<file path="src/rtl/uart_tx_fifo.sv">
// uart_tx_fifo: buffered 8N1 UART transmitter.
//
// A producer pushes bytes through a ready/valid port into a FIFO_DEPTH-entry
// FIFO. The transmit FSM pops one byte at a time and shifts it out on TX
// LSB first, framed by a start bit (0) and a stop bit (1). Each bit lasts
// DIV = CLK_FREQ/BAUD clock cycles.
//
// Optional build macro: UART_TX_PARITY_EN adds an even-parity bit between the
// data bits and the stop bit. The frame grows from 10*DIV to 11*DIV cycles.
// The port list is the same in both builds.
//
// Ports:
//   Clk      system clock, rising edge
//   Rst_n    asynchronous active-low reset
//   Clear    synchronous flush: empties the FIFO and aborts the current frame
//   InData   byte to send
//   InValid  InData is valid this cycle
//   InReady  FIFO can accept; transfer happens when InValid & InReady
//   TX       serial line, idle high
//   Busy     a frame is in progress or the FIFO is not empty
//   Count    bytes held in the FIFO, not counting the frame being shifted
//
// Handshake: a byte is taken on every rising edge where InValid and InReady
// are both high. InReady is derived only from registered state, so it does
// not depend on InValid in the same cycle. A producer holds InData and
// InValid until the byte is taken.
module uart_tx_fifo #(
    parameter int CLK_FREQ   = 50_000_000,
    parameter int BAUD       = 115200,
    parameter int FIFO_DEPTH = 16,
    localparam int AW        = $clog2(FIFO_DEPTH)
) (
    input  logic          Clk,
    input  logic          Rst_n,
    input  logic          Clear,
    input  logic [7:0]    InData,
    input  logic          InValid,
    output logic          InReady,
    output logic          TX,
    output logic          Busy,
    output logic [AW:0]   Count
);

    localparam int DIV = CLK_FREQ / BAUD;
    localparam int BW  = $clog2(DIV);
    localparam logic [BW-1:0] BAUD_LAST = BW'(DIV - 1);
    localparam logic [AW:0]   FULL      = (AW+1)'(FIFO_DEPTH);

    typedef enum logic [2:0] {
        ST_IDLE   = 3'd0,
        ST_START  = 3'd1,
        ST_DATA   = 3'd2,
`ifdef UART_TX_PARITY_EN
        ST_PARITY = 3'd3,
`endif
        ST_STOP   = 3'd4
    } state_t;

    state_t         state_q, state_d;
    logic [BW-1:0]  baud_q, baud_d;
    logic [2:0]     bit_q, bit_d;
    logic [7:0]     shift_q, shift_d;
    logic           tx_q, tx_d;
    logic [AW-1:0]  wr_q, wr_d;
    logic [AW-1:0]  rd_q, rd_d;
    logic [AW:0]    count_q, count_d;
    logic           rdy_q;
`ifdef UART_TX_PARITY_EN
    logic           par_q, par_d;
`endif
    logic [7:0]     mem_q [FIFO_DEPTH];

    logic           push;
    logic           pop;
    logic           baud_tc;

    // rdy_q keeps InReady low while reset is held and for the release edge.
    assign InReady = rdy_q && (count_q != FULL);
    assign TX      = tx_q;
    assign Busy    = (state_q != ST_IDLE) || (count_q != '0);
    assign Count   = count_q;

    always_comb begin
        state_d = state_q;
        baud_d  = baud_q;
        bit_d   = bit_q;
        shift_d = shift_q;
        tx_d    = tx_q;
        wr_d    = wr_q;
        rd_d    = rd_q;
        count_d = count_q;
`ifdef UART_TX_PARITY_EN
        par_d   = par_q;
`endif
        baud_tc = (baud_q == BAUD_LAST);
        push    = InValid && InReady && !Clear;
        // Pop uses registered Count, so a push into an empty FIFO cannot
        // be popped in the same cycle.
        pop     = (state_q == ST_IDLE) && (count_q != '0) && !Clear;

        if (Clear) begin
            state_d = ST_IDLE;
            baud_d  = '0;
            bit_d   = '0;
            tx_d    = 1'b1;
            wr_d    = '0;
            rd_d    = '0;
            count_d = '0;
        end else begin
            if (push) wr_d = wr_q + AW'(1);
            if (pop)  rd_d = rd_q + AW'(1);
            count_d = count_q + (AW+1)'(push) - (AW+1)'(pop);

            // tx_d is the line level for the state being entered, so TX
            // changes on the same edge as the state.
            case (state_q)
                ST_IDLE: begin
                    tx_d = 1'b1;
                    if (pop) begin
                        shift_d = mem_q[rd_q];
`ifdef UART_TX_PARITY_EN
                        par_d   = ^mem_q[rd_q];
`endif
                        baud_d  = '0;
                        bit_d   = '0;
                        state_d = ST_START;
                        tx_d    = 1'b0;
                    end
                end
                ST_START: begin
                    if (baud_tc) begin
                        baud_d  = '0;
                        state_d = ST_DATA;
                        tx_d    = shift_q[0];
                    end else begin
                        baud_d = baud_q + BW'(1);
                    end
                end
                ST_DATA: begin
                    if (baud_tc) begin
                        baud_d = '0;
                        if (bit_q == 3'd7) begin
`ifdef UART_TX_PARITY_EN
                            state_d = ST_PARITY;
                            tx_d    = par_q;
`else
                            state_d = ST_STOP;
                            tx_d    = 1'b1;
`endif
                        end else begin
                            shift_d = {1'b0, shift_q[7:1]};
                            bit_d   = bit_q + 3'd1;
                            tx_d    = shift_q[1];
                        end
                    end else begin
                        baud_d = baud_q + BW'(1);
                    end
                end
`ifdef UART_TX_PARITY_EN
                ST_PARITY: begin
                    if (baud_tc) begin
                        baud_d  = '0;
                        state_d = ST_STOP;
                        tx_d    = 1'b1;
                    end else begin
                        baud_d = baud_q + BW'(1);
                    end
                end
`endif
                ST_STOP: begin
                    if (baud_tc) begin
                        baud_d  = '0;
                        state_d = ST_IDLE;
                        tx_d    = 1'b1;
                    end else begin
                        baud_d = baud_q + BW'(1);
                    end
                end
                default: begin
                    state_d = ST_IDLE;
                    baud_d  = '0;
                    tx_d    = 1'b1;
                end
            endcase
        end
    end

    always_ff @(posedge Clk or negedge Rst_n) begin
        if (!Rst_n) begin
            state_q <= ST_IDLE;
            baud_q  <= '0;
            bit_q   <= '0;
            shift_q <= '0;
            tx_q    <= 1'b1;
            wr_q    <= '0;
            rd_q    <= '0;
            count_q <= '0;
            rdy_q   <= 1'b0;
`ifdef UART_TX_PARITY_EN
            par_q   <= 1'b0;
`endif
        end else begin
            state_q <= state_d;
            baud_q  <= baud_d;
            bit_q   <= bit_d;
            shift_q <= shift_d;
            tx_q    <= tx_d;
            wr_q    <= wr_d;
            rd_q    <= rd_d;
            count_q <= count_d;
            rdy_q   <= 1'b1;
`ifdef UART_TX_PARITY_EN
            par_q   <= par_d;
`endif
        end
    end

    // Storage needs no reset: an entry is only read after it was written.
    always_ff @(posedge Clk) begin
        if (push) mem_q[wr_q] <= InData;
    end

endmodule

</file>
<file path="config.mk">
export PLATFORM = sky130hd
export DESIGN_NAME = uart_tx_fifo
export DESIGN_NICKNAME = d
export VERILOG_FILES = /design/src/rtl/uart_tx_fifo.sv
export SDC_FILE = /design/constraint.sdc
export NUM_CORES = 1
export LEC_CHECK = 0
export CORE_UTILIZATION = 32
export CTS_CLUSTER_DIAMETER = 30
export DETAILED_ROUTE_END_ITERATION = 10
export SYNTH_ARGS = -nofsm -noshare
export SYNTH_HDL_FRONTEND = slang
export SYNTH_SLANG_ARGS = --single-unit
</file>
<file path="constraint.sdc">
create_clock -name Clk -period 2.5 [get_ports Clk]
set_input_delay 0.25 -clock Clk [delete_from_list [all_inputs] [get_ports Clk]]
set_output_delay 0.25 -clock Clk [all_outputs]
set_load 0.005 [all_outputs]
</file>
==> flow_summary.toml <==
[status]
status = "finished clean"

[synth]
async_flop_share = 0.229
synth_area_um2 = 7110
yosysTopAreaCellShare = 0.541
synth_cells = 442
synth_top_flop_cell = "edfxtp_1"
syn-mean-instance-area_um2 = 16.1
seq_area_frac_synth = 0.675
yosysWarningCount = 0
post-synth-top-count-cell = "edfxtp_1"
synth_edf_count = 128
synth.top_cells.by_area = "edfxtp_1 (54%), dfrtp_1 (13%), mux4_2 (11%)"
syn_nets = 470
synth.distinct_cells = 55
post-synth-top-area-cell = "edfxtp_1"
synth-seq-cells = 166
synthTopCellsByCount = "edfxtp_1 (128), dfrtp_1 (37), mux4_2 (34)"

[grt]
grt_max_degree = 39
grt_pass1_vias = 4145
use_met1 = 0.181
global_route.usage.met3 = 0.0274
antenna_found_initial = 0
grt_first_pass_wirelength_um = 22800
overflow = 0
grt-busiest-layer = "met2"
grt_use_met2 = 0.225
grt_use_total = 0.138

[cts]
numClockSinks = 166
path_clk_slew_ps = 70
cts_max_level = 4
clk_latency_ps = 430
cts_tree = "yes"
cts_buffer_depth = 2
cts-root-buf = "clkbuf_16"
cts_buffers = 17

[drt]
drt_iter0_markers = 266
routedWlPerCell_um = 18.3
ant_nets = 0
vias = 3990
drt_first_pass_iters = 7
viasPerCell = 5.03
wl_um = 14600
route.detailed.drc = 0

[cells_and_area]
layout-drive-gt1-share = 0.268
final_nets = 529
antenna_cells = 0
area_growth_pct = 19.4

[die]
start_util = 0.326
die_area_um2 = 22800
core_um2 = 21800
rows = 54
ioPinCount = 20
fp.dieH_um = 151
die_x_um = 151

[critical_path]
cp-startpoint = "Count[2]"
r2r_cells = 14
crit_fanout = 3
start_kind = "flip-flop"
crit_type = "reg2reg"
reg2reg_from = "Count[2]"
end_kind = "flip-flop"
regToRegSetupSlack_ps = 20
critPathRequiredTime_ps = 2800
cp.arrival_ps = 2780

[place]
dpl.hpwl_um = 9420
portBuffers = 19
place.gp.congestion = 0.780

[timing]
post-route-min-period_ps = 2480
hold_viol = 0
max_slew_margin = 0.418
fin_skew_ps = 14.4
rsz0062_at_grt = "true"
final_max_slew_viol_count = 0
worst_slew_pin_slew_ps = 872
fin_crit_sh = 0.994
whs_ps = 489
fmax_mhz = 402
finalSetupViolations = 0

[flow_run]
cap_violations = 0

[power]
power.total_mw = 7.96
p_per_area_nw_per_um2 = 938
p_leak_nw = 2.89
ir_drop_mv = 0.387

[worst_hold_path]
hold_class = "in2async"
## what timing repair did
action,CTS,global route
gates resized for setup,8,4
pin swaps,1,2
endpoints found under the setup margin,1,1
hold buffers,1,0
endpoints found under the hold margin,37,0
gates cloned,0,0
setup buffers,2,5
## power by group
part	internal, mW	switching [mW]	leakage [nW]
combinational	1.17	1.02	0.962
sequential	3.14	0.128	1.65
clock	1.32	1.17	0.279
## layer usage
layer	up-vias	share of wire
met5	-	0
met3	10	0.039
met1	2062	0.46
met4	0	0.010
met2	87	0.49
li1	1831	-
## critical path, stage by stage, from the launching register on
cell,delay (ps)
dfrtp_1,390
inv_2,90
ha_4,150
nand4bb_1,130
and3_4,200
nand2b_1,70
ha_1,220
inv_1,60
ha_2,180
inv_2,40
fa_2,350
nor2b_2,150
o21bai_1,90
a21oi_1,180
nor3b_2,70
## cells in the final DEF (no fill, tap or decap), drive strengths merged, types with 14 or more instances in the layout
| cell type | Yosys | final |
|---|---|---|
| edfxtp | 128 | 128 |
| buf | 13 | 42 |
| dfrtp | 37 | 37 |
| mux4 | 34 | 34 |
| inv | 20 | 27 |
| nor2 | 25 | 25 |
| nand2 | 24 | 24 |
| clkbuf | 8 | 17 |
| clkdlybuf4s50 | 0 | 17 |
| ha | 15 | 15 |
| o22ai | 14 | 14 |
## registers in the layout, indices dropped and copies added (netlist names)
| register | cells |
|---|---|
| baud_q | 9 |
| Count | 5 |
| rdy_q | 1 |
| TX | 1 |
| bit_q | 3 |
| mem_q | 128 |
| wr_q | 4 |
| rd_q | 4 |
| state_q | 3 |
| shift_q | 8 |
## layout make-up
| type | instances | area, um2 |
|---|---|---|
| fill | 1991 | 13300 |
| sequential | 166 | 4800 |
| multi-input combinational | 235 | 2170 |
| timing repair buffer | 61 | 531 |
| clock buffer | 17 | 425 |
| tap | 280 | 350 |
| clock inverter | 15 | 145 |
| inverter | 20 | 75.1 |
## logic make-up after synthesis
family	count (synthesis)	share of synthesized area
AO/OA/AOI/OAI	56	0.0537
XOR/XNOR	9	0.0111
adder cells (fa/ha/maj)	16	0.0292
buffers and inverters	41	0.0278
flip-flops	166	0.675
multiplexers	44	0.123
other	1	0.000527
AND/OR/NAND/NOR	109	0.0799
## final timing paths
path | endpoint
worst max-delay path | Count[4]
worst min-delay path | Count[4]
worst max register to register | Count[4]
worst min register to register | shift_q[6]
max in group asynchronous | rd_q[0]
min in group Clk | shift_q[6]
## metrics by stage
stage                     utilization  setup WS, ps  instances  TNS (ps)  instance area [um2]
final                           0.389          15.0        794         0                 8490
after global routing            0.389         -63.7        794     -63.7                 8490
after CTS                       0.386          11.0        789         0                 8430
after detailed placement        0.358          -336        754      -425                 7820
after global placement          0.358          -185        754      -185                 7820
after floorplan                     -         -16.1        442     -16.1                 7120
No activity file was read; power rests on OpenSTA's default activity.
